**config.mk**
```make
export PLATFORM = sky130hd
export DESIGN_NAME = axi_rd_arbiter
export DESIGN_NICKNAME = d
export VERILOG_FILES = /design/src/rtl/axi_rd_arbiter.sv
export SDC_FILE = /design/constraint.sdc
export NUM_CORES = 1
export LEC_CHECK = 0
export BUFFER_PORTS_ARGS = -buffer_cell sky130_fd_sc_hd__buf_2
export CORE_AREA = 2 2 182 184
export DETAILED_ROUTE_END_ITERATION = 12
export DIE_AREA = 0 0 184 186
export PLACE_DENSITY = 0.55
export SLEW_MARGIN = 20
export SYNTH_ARGS = -nofsm -noshare
export SYNTH_HDL_FRONTEND = slang
export SYNTH_SLANG_ARGS = --single-unit
```
**constraint.sdc**
```tcl
create_clock -name aclk -period 1.8 [get_ports aclk]
set_clock_uncertainty 0.1 [all_clocks]
set_input_delay 0.54 -clock aclk [delete_from_list [all_inputs] [get_ports aclk]]
set_output_delay 0.54 -clock aclk [all_outputs]
set_load 0.01 [all_outputs]
```
**src/rtl/axi_rd_arbiter.sv**
```systemverilog
// axi_rd_arbiter: merges instruction and data AXI4 masters onto one external port.
// Reads are arbitrated one burst at a time; data-master writes pass through one transaction at a time.
module axi_rd_arbiter #(
  parameter logic [3:0] INST_ID = 4'h0,
  parameter logic [3:0] DATA_ID = 4'h1,
  parameter bit         RR_EN   = 1'b1
) (
  input  logic        aclk,
  input  logic        aresetn,
  input  logic [31:0] i_araddr,
  input  logic [7:0]  i_arlen,
  input  logic [2:0]  i_arsize,
  input  logic [1:0]  i_arburst,
  input  logic        i_arvalid,
  output logic        i_arready,
  output logic [31:0] i_rdata,
  output logic [1:0]  i_rresp,
  output logic        i_rlast,
  output logic        i_rvalid,
  input  logic        i_rready,
  input  logic [31:0] d_araddr,
  input  logic [7:0]  d_arlen,
  input  logic [2:0]  d_arsize,
  input  logic [1:0]  d_arburst,
  input  logic        d_arvalid,
  output logic        d_arready,
  output logic [31:0] d_rdata,
  output logic [1:0]  d_rresp,
  output logic        d_rlast,
  output logic        d_rvalid,
  input  logic        d_rready,
  input  logic [31:0] d_awaddr,
  input  logic [7:0]  d_awlen,
  input  logic [2:0]  d_awsize,
  input  logic [1:0]  d_awburst,
  input  logic        d_awvalid,
  output logic        d_awready,
  input  logic [31:0] d_wdata,
  input  logic [3:0]  d_wstrb,
  input  logic        d_wlast,
  input  logic        d_wvalid,
  output logic        d_wready,
  output logic [1:0]  d_bresp,
  output logic        d_bvalid,
  input  logic        d_bready,
  output logic [3:0]  arid,
  output logic [31:0] araddr,
  output logic [7:0]  arlen,
  output logic [2:0]  arsize,
  output logic [1:0]  arburst,
  output logic [1:0]  arlock,
  output logic [3:0]  arcache,
  output logic [2:0]  arprot,
  output logic        arvalid,
  input  logic        arready,
  input  logic [3:0]  rid,
  input  logic [31:0] rdata,
  input  logic [1:0]  rresp,
  input  logic        rlast,
  input  logic        rvalid,
  output logic        rready,
  output logic [3:0]  awid,
  output logic [31:0] awaddr,
  output logic [7:0]  awlen,
  output logic [2:0]  awsize,
  output logic [1:0]  awburst,
  output logic [1:0]  awlock,
  output logic [3:0]  awcache,
  output logic [2:0]  awprot,
  output logic        awvalid,
  input  logic        awready,
  output logic [3:0]  wid,
  output logic [31:0] wdata,
  output logic [3:0]  wstrb,
  output logic        wlast,
  output logic        wvalid,
  input  logic        wready,
  input  logic [3:0]  bid,
  input  logic [1:0]  bresp,
  input  logic        bvalid,
  output logic        bready
);
  typedef enum logic [1:0] {R_IDLE, R_ADDR, R_DATA} r_state_e;
  typedef enum logic [1:0] {W_IDLE, W_ADDR, W_DATA, W_RESP} w_state_e;
  r_state_e    r_state_q, r_state_d;
  w_state_e    w_state_q, w_state_d;
  logic        owner_q, owner_d, ptr_q, ptr_d, gnt_data;
  logic [31:0] ar_addr_q, ar_addr_d, aw_addr_q, aw_addr_d;
  logic [7:0]  ar_len_q, ar_len_d, aw_len_q, aw_len_d;
  logic [2:0]  ar_size_q, ar_size_d, aw_size_q, aw_size_d;
  logic [1:0]  ar_burst_q, ar_burst_d, aw_burst_q, aw_burst_d;
  logic        unused_ids;
  // Routing relies solely on the owner register, so returned IDs are ignored.
  assign unused_ids = ^{rid, bid};
  // gnt_data=1 selects the data master; ptr_q=1 means data wins a tie.
  assign gnt_data = (i_arvalid & d_arvalid) ? (RR_EN ? ptr_q : 1'b1) : d_arvalid;
  always_comb begin
    r_state_d  = r_state_q;
    owner_d    = owner_q;
    ptr_d      = ptr_q;
    ar_addr_d  = ar_addr_q;
    ar_len_d   = ar_len_q;
    ar_size_d  = ar_size_q;
    ar_burst_d = ar_burst_q;
    case (r_state_q)
      R_IDLE: if (i_arvalid | d_arvalid) begin
        r_state_d  = R_ADDR;
        owner_d    = gnt_data;
        ar_addr_d  = gnt_data ? d_araddr  : i_araddr;
        ar_len_d   = gnt_data ? d_arlen   : i_arlen;
        ar_size_d  = gnt_data ? d_arsize  : i_arsize;
        ar_burst_d = gnt_data ? d_arburst : i_arburst;
      end
      R_ADDR: if (arready) r_state_d = R_DATA;
      R_DATA: if (rvalid & rready & rlast) begin
        r_state_d = R_IDLE;
        ptr_d     = ~owner_q;
      end
      default: r_state_d = R_IDLE;
    endcase
  end
  always_comb begin
    w_state_d  = w_state_q;
    aw_addr_d  = aw_addr_q;
    aw_len_d   = aw_len_q;
    aw_size_d  = aw_size_q;
    aw_burst_d = aw_burst_q;
    case (w_state_q)
      W_IDLE: if (d_awvalid) begin
        w_state_d  = W_ADDR;
        aw_addr_d  = d_awaddr;
        aw_len_d   = d_awlen;
        aw_size_d  = d_awsize;
        aw_burst_d = d_awburst;
      end
      W_ADDR: if (awready) w_state_d = W_DATA;
      W_DATA: if (wvalid & wready & wlast) w_state_d = W_RESP;
      W_RESP: if (bvalid & bready) w_state_d = W_IDLE;
      default: w_state_d = W_IDLE;
    endcase
  end
  always_ff @(posedge aclk or negedge aresetn) begin
    if (!aresetn) begin
      r_state_q  <= R_IDLE;
      w_state_q  <= W_IDLE;
      owner_q    <= 1'b0;
      ptr_q      <= 1'b1;
      ar_addr_q  <= '0;
      ar_len_q   <= '0;
      ar_size_q  <= '0;
      ar_burst_q <= '0;
      aw_addr_q  <= '0;
      aw_len_q   <= '0;
      aw_size_q  <= '0;
      aw_burst_q <= '0;
    end else begin
      r_state_q  <= r_state_d;
      w_state_q  <= w_state_d;
      owner_q    <= owner_d;
      ptr_q      <= ptr_d;
      ar_addr_q  <= ar_addr_d;
      ar_len_q   <= ar_len_d;
      ar_size_q  <= ar_size_d;
      ar_burst_q <= ar_burst_d;
      aw_addr_q  <= aw_addr_d;
      aw_len_q   <= aw_len_d;
      aw_size_q  <= aw_size_d;
      aw_burst_q <= aw_burst_d;
    end
  end
  // Idle-state readies are gated by reset so nothing handshakes while held in reset.
  assign i_arready = aresetn & (r_state_q == R_IDLE) & i_arvalid & ~gnt_data;
  assign d_arready = aresetn & (r_state_q == R_IDLE) & gnt_data;
  assign arvalid   = r_state_q == R_ADDR;
  assign arid      = owner_q ? DATA_ID : INST_ID;
  assign araddr    = ar_addr_q;
  assign arlen     = ar_len_q;
  assign arsize    = ar_size_q;
  assign arburst   = ar_burst_q;
  assign arlock    = '0;
  assign arcache   = '0;
  assign arprot    = '0;
  assign rready    = (r_state_q == R_DATA) & (owner_q ? d_rready : i_rready);
  assign i_rvalid  = (r_state_q == R_DATA) & ~owner_q & rvalid;
  assign d_rvalid  = (r_state_q == R_DATA) & owner_q & rvalid;
  assign i_rdata   = rdata;
  assign i_rresp   = rresp;
  assign i_rlast   = rlast;
  assign d_rdata   = rdata;
  assign d_rresp   = rresp;
  assign d_rlast   = rlast;
  assign d_awready = aresetn & (w_state_q == W_IDLE);
  assign awvalid   = w_state_q == W_ADDR;
  assign awid      = DATA_ID;
  assign awaddr    = aw_addr_q;
  assign awlen     = aw_len_q;
  assign awsize    = aw_size_q;
  assign awburst   = aw_burst_q;
  assign awlock    = '0;
  assign awcache   = '0;
  assign awprot    = '0;
  assign wid       = DATA_ID;
  assign wdata     = d_wdata;
  assign wstrb     = d_wstrb;
  assign wlast     = d_wlast;
  assign wvalid    = (w_state_q == W_DATA) & d_wvalid;
  assign d_wready  = (w_state_q == W_DATA) & wready;
  assign bready    = (w_state_q == W_RESP) & d_bready;
  assign d_bvalid  = (w_state_q == W_RESP) & bvalid;
  assign d_bresp   = bresp;
endmodule

```
==> results.yml <==
outcome:
  run_status: "finished, violations left"
  failed_checks: "setup timing"
route:
  detail_route.drc_violations: 0
  initialDrtViolationCount: 125
  wl_per_cell_um: 19.3
  overall_via_count_from_detail_route: 4681
  avgViaCountPerCell: 4.16
  top_signal_layer_used: "met4"
  drt_pass1_iterations: 4
  ant_nets: 0
  post_route_m1_wl_um: 7880
  wirelength_um: 21600
  wl_met3_um: 2420
  met2_wirelength_um: 10500
synthesis:
  synth_commonest_cells: "sky130_fd_sc_hd__buf_4 (139), sky130_fd_sc_hd__dfrtp_1 (95), sky130_fd_sc_hd__mux2_2 (46), sky130_fd_sc_hd__o21ai_0 (46)"
  synth_cell_types: 34
  number_of_synthesized_flops_with_an_enable_pin: 0
  synthesis.area_mm2: 0.00557
  async_flop_share_pct: 100
  seq_area_frac_synth_pct: 43.2
  synthesis.instances: 551
  yosys-top-cells-area: "sky130_fd_sc_hd__dfrtp_1 (43%), sky130_fd_sc_hd__buf_4 (19%), sky130_fd_sc_hd__mux2_2 (9.3%)"
  synth_largest_type_area_fraction_pct: 42.7
  synth_ff_type: "sky130_fd_sc_hd__dfrtp_1"
  synth-seq-cells: 96
  synthDominantAreaCellType: "sky130_fd_sc_hd__dfrtp_1"
  synth-warning-count: 0
  syn_avg_cell_area_um2: 10.1
  synthMostInstantiatedCell: "sky130_fd_sc_hd__buf_4"
pwr:
  fraction_of_power_consumed_by_the_clock_network_pct: 18.6
  power_frac_seq_pct: 32.7
  power_switching_share_pct: 38.8
  leakage_nw: 3.24
  power_per_cell_area_mw_per_mm2: 1650
  p_switching_w: 0.00461
  worst_ir_drop_vdd_mv: 0.570
  internal-power_w: 0.00727
  power_frac_comb_pct: 48.7
global_routing:
  grt_pass1_wl_um: 29500
  sum_of_overflow_across_all_layers_after_global_routing: 0
  vias_in_the_first_global_route: 4493
  groute.usage.overall_pct: 12.1
  grt_start_max_net_pins: 54
  antenna_found_initial: 1
setup_path:
  crit_path_max_fanout: 3
  worst-setup-path-type: "reg2out"
  rr_startpoint: "w_state_q[1]"
  reg2reg_slack_ns: 0.03
  worst_path_largest_cell_delay_ns: 0.57
  rr_worst_depth: 6
  critical_path.n_buffers_inverters: 1
  r2r-end: "w_state_q[1]"
  origin_of_the_worst_setup_path: "ptr_q"
  timing.critical_path.to: "d_arready"
  cell_family_with_most_cp_delay: "flip-flops"
  timing.critical_path.depth: 4
  timing.critical_path.cells: "nor2b_4, nor2_4, and3_4, buf_6"
  slowest_stage_cell_on_the_critical_path: "sky130_fd_sc_hd__dfstp_2"
  crit_path_start_kind: "register"
  worst_ep_arrival_time_ns: 1.35
  cp.required_ns: 1.16
  worst_setup_path_end_kind: "output port"
final_layout:
  post_route_cells_drive_above_1_share_pct: 55.4
  regArea_mm2: 0.00241
  multi_input_comb_area_mm2: 0.00212
  area_added_between_synthesis_and_finish_pct: 28.9
  layout.core_utilization_pct: 22.3
  n_fill_cell: 3541
  finalNetCount: 946
die:
  floorplan.die_area_mm2: 0.0342
  floorplan.io_pins: 472
  start_util_pct: 17.3
  chipWidth_um: 184
  num_rows: 66
  coreArea_mm2: 0.0322
  die_height_um: 186
clock_network:
  clock_latency_reported_for_the_late_side_of_the_worst_skew_pair_ns: 0.35
  numCtsBuffers: 9
  cts_tree: "built"
  worst_setup_hold_path_clk_slew_ns: 0.07
  clock_sink_count: 96
  cts.root.buffer_cell: "sky130_fd_sc_hd__clkbuf_16"
  cts_hold_buffers: 0
  clock_path_buffers: 2
  ctsHtreeMaxLevel: 3
timing:
  post-route-period-util_pct: 111
  finalHoldViolCount: 0
  setup_tns_final_ns: -1.37
  drv_slew: 0
  hold-worst-slack_ns: 0.108
  clock.fmax_mhz: 502
  max_slew.worst_pin.slew_ns: 0.748
  setup_repair_after_global_routing_missed_its_margin: "true"
  setup_viol: 11
  period_needed_ns: 1.99
  relSlewSlack_pct: 50.2
  final.setup.worst_slack_ns: -0.191
placement:
  dp_hpwl_um: 16600
  final_replace_weighted_congestion: 0.859
  port_buffers: 256
min_path:
  hold_path_class: "in2async"
run:
  maxCapViolCount: 0
[cell type report]
type,count,area share (%)
Timing Repair Buffer,302,24.8
Antenna cell,1,0.0349
Clock buffer,9,3.14
Multi-Input combinational cell,295,29.6
Sequential cell,96,33.5
Clock inverter,7,1.41
Inverter,6,0.314
Tap cell,408,7.11
[how the worst min path moves through the flow]
stage               slack, ns  cells past startpoint          to        from
CTS                      0.08                      2    awlen[4]     aresetn
global placement         0.38                      1  awaddr[22]  awaddr[22]
global route              0.1                      2  awaddr[28]     aresetn
floorplan                0.14                      0   araddr[0]     aresetn
detailed placement       0.39                      1   awsize[1]   awsize[1]
finish                   0.11                      2    awlen[4]     aresetn
[cells in the final DEF (no fill, tap or decap), drive strengths merged, types with 2 or more instances in the layout]
cell,netlist,layout
a21oi,45,45
a31oi,45,45
and2,6,6
buf,159,302
bufinv,0,2
clkbuf,22,9
conb,2,29
dfrtp,95,95
ha,5,5
inv,5,9
mux2,46,46
mux2i,2,2
nand2,3,3
nand2b,2,2
nand3,2,2
nor2,5,5
nor2b,3,3
nor3,2,2
o211ai,45,45
o21ai,46,46
[per-layer routing]
layer,GRT usage (%),vias up
li1,-,2116
met1,13.2,2204
met2,20.5,324
met3,4.64,37
met4,6.02,0
met5,0,-
[sequential cells by signal (all words and copies together) (netlist names), 2 cells and up]
name and cells:
arsize 3, arburst 2, arlen 8, awburst 2, araddr 32, awsize 3, awlen 8, w_state_q 2
r_state_q 2, awaddr 32
[timing repair]
action / CTS / global route
gates cloned: 0 / 0
gates resized for setup: 29 / 15
setup buffers: 14 / 7
pin swaps: 6 / 4
endpoints found under the setup margin: 13 / 15
[power by group through the flow]
stage	sequential, W	combinational (W)	clock, W
final	0.00389	0.00578	0.00220
after global routing	0.00401	0.00630	0.00240
after CTS	0.00389	0.00560	0.00232
after detailed placement	0.00390	0.00515	0
after global placement	0.00388	0.00508	0
after floorplan	0.00435	0.00265	0
[cells by family (layout without fill, tap and decap cells)]
family                   Yosys count  count (layout)  synth area share [%]
buffers and inverters            187             324                  23.1
adder cells (fa/ha/maj)            5               5                  1.12
AO/OA/AOI/OAI                    186             186                  20.2
AND/OR/NAND/NOR                   27              27                  2.67
multiplexers                      48              48                  9.66
flip-flops                        96              96                  43.2
other                              2              30                 0.135
[worst reg2reg max path: stages, from the launching register on]
cell and delay, ns:
sky130_fd_sc_hd__dfrtp_1 0.42, sky130_fd_sc_hd__inv_2 0.09, sky130_fd_sc_hd__buf_6 0.13, sky130_fd_sc_hd__ha_4 0.15, sky130_fd_sc_hd__nor2b_4 0.13, sky130_fd_sc_hd__a2111oi_4 0.32, sky130_fd_sc_hd__mux2_4 0.33
[stage by stage]
step	instances	worst slack [ns]	total power, W	cell area [µm²]
2_1_floorplan	578	0.0244	0.00700	5670
4_1_cts	1116	-0.264	0.0118	7060
5_1_grt	1123	-0.249	0.0127	7170
6_report	1124	-0.191	0.0119	7180
3_5_place_dp	1086	-0.118	0.00905	6500
3_3_place_gp	1086	-0.0998	0.00896	6500
Power figures use the tool's default switching activity.
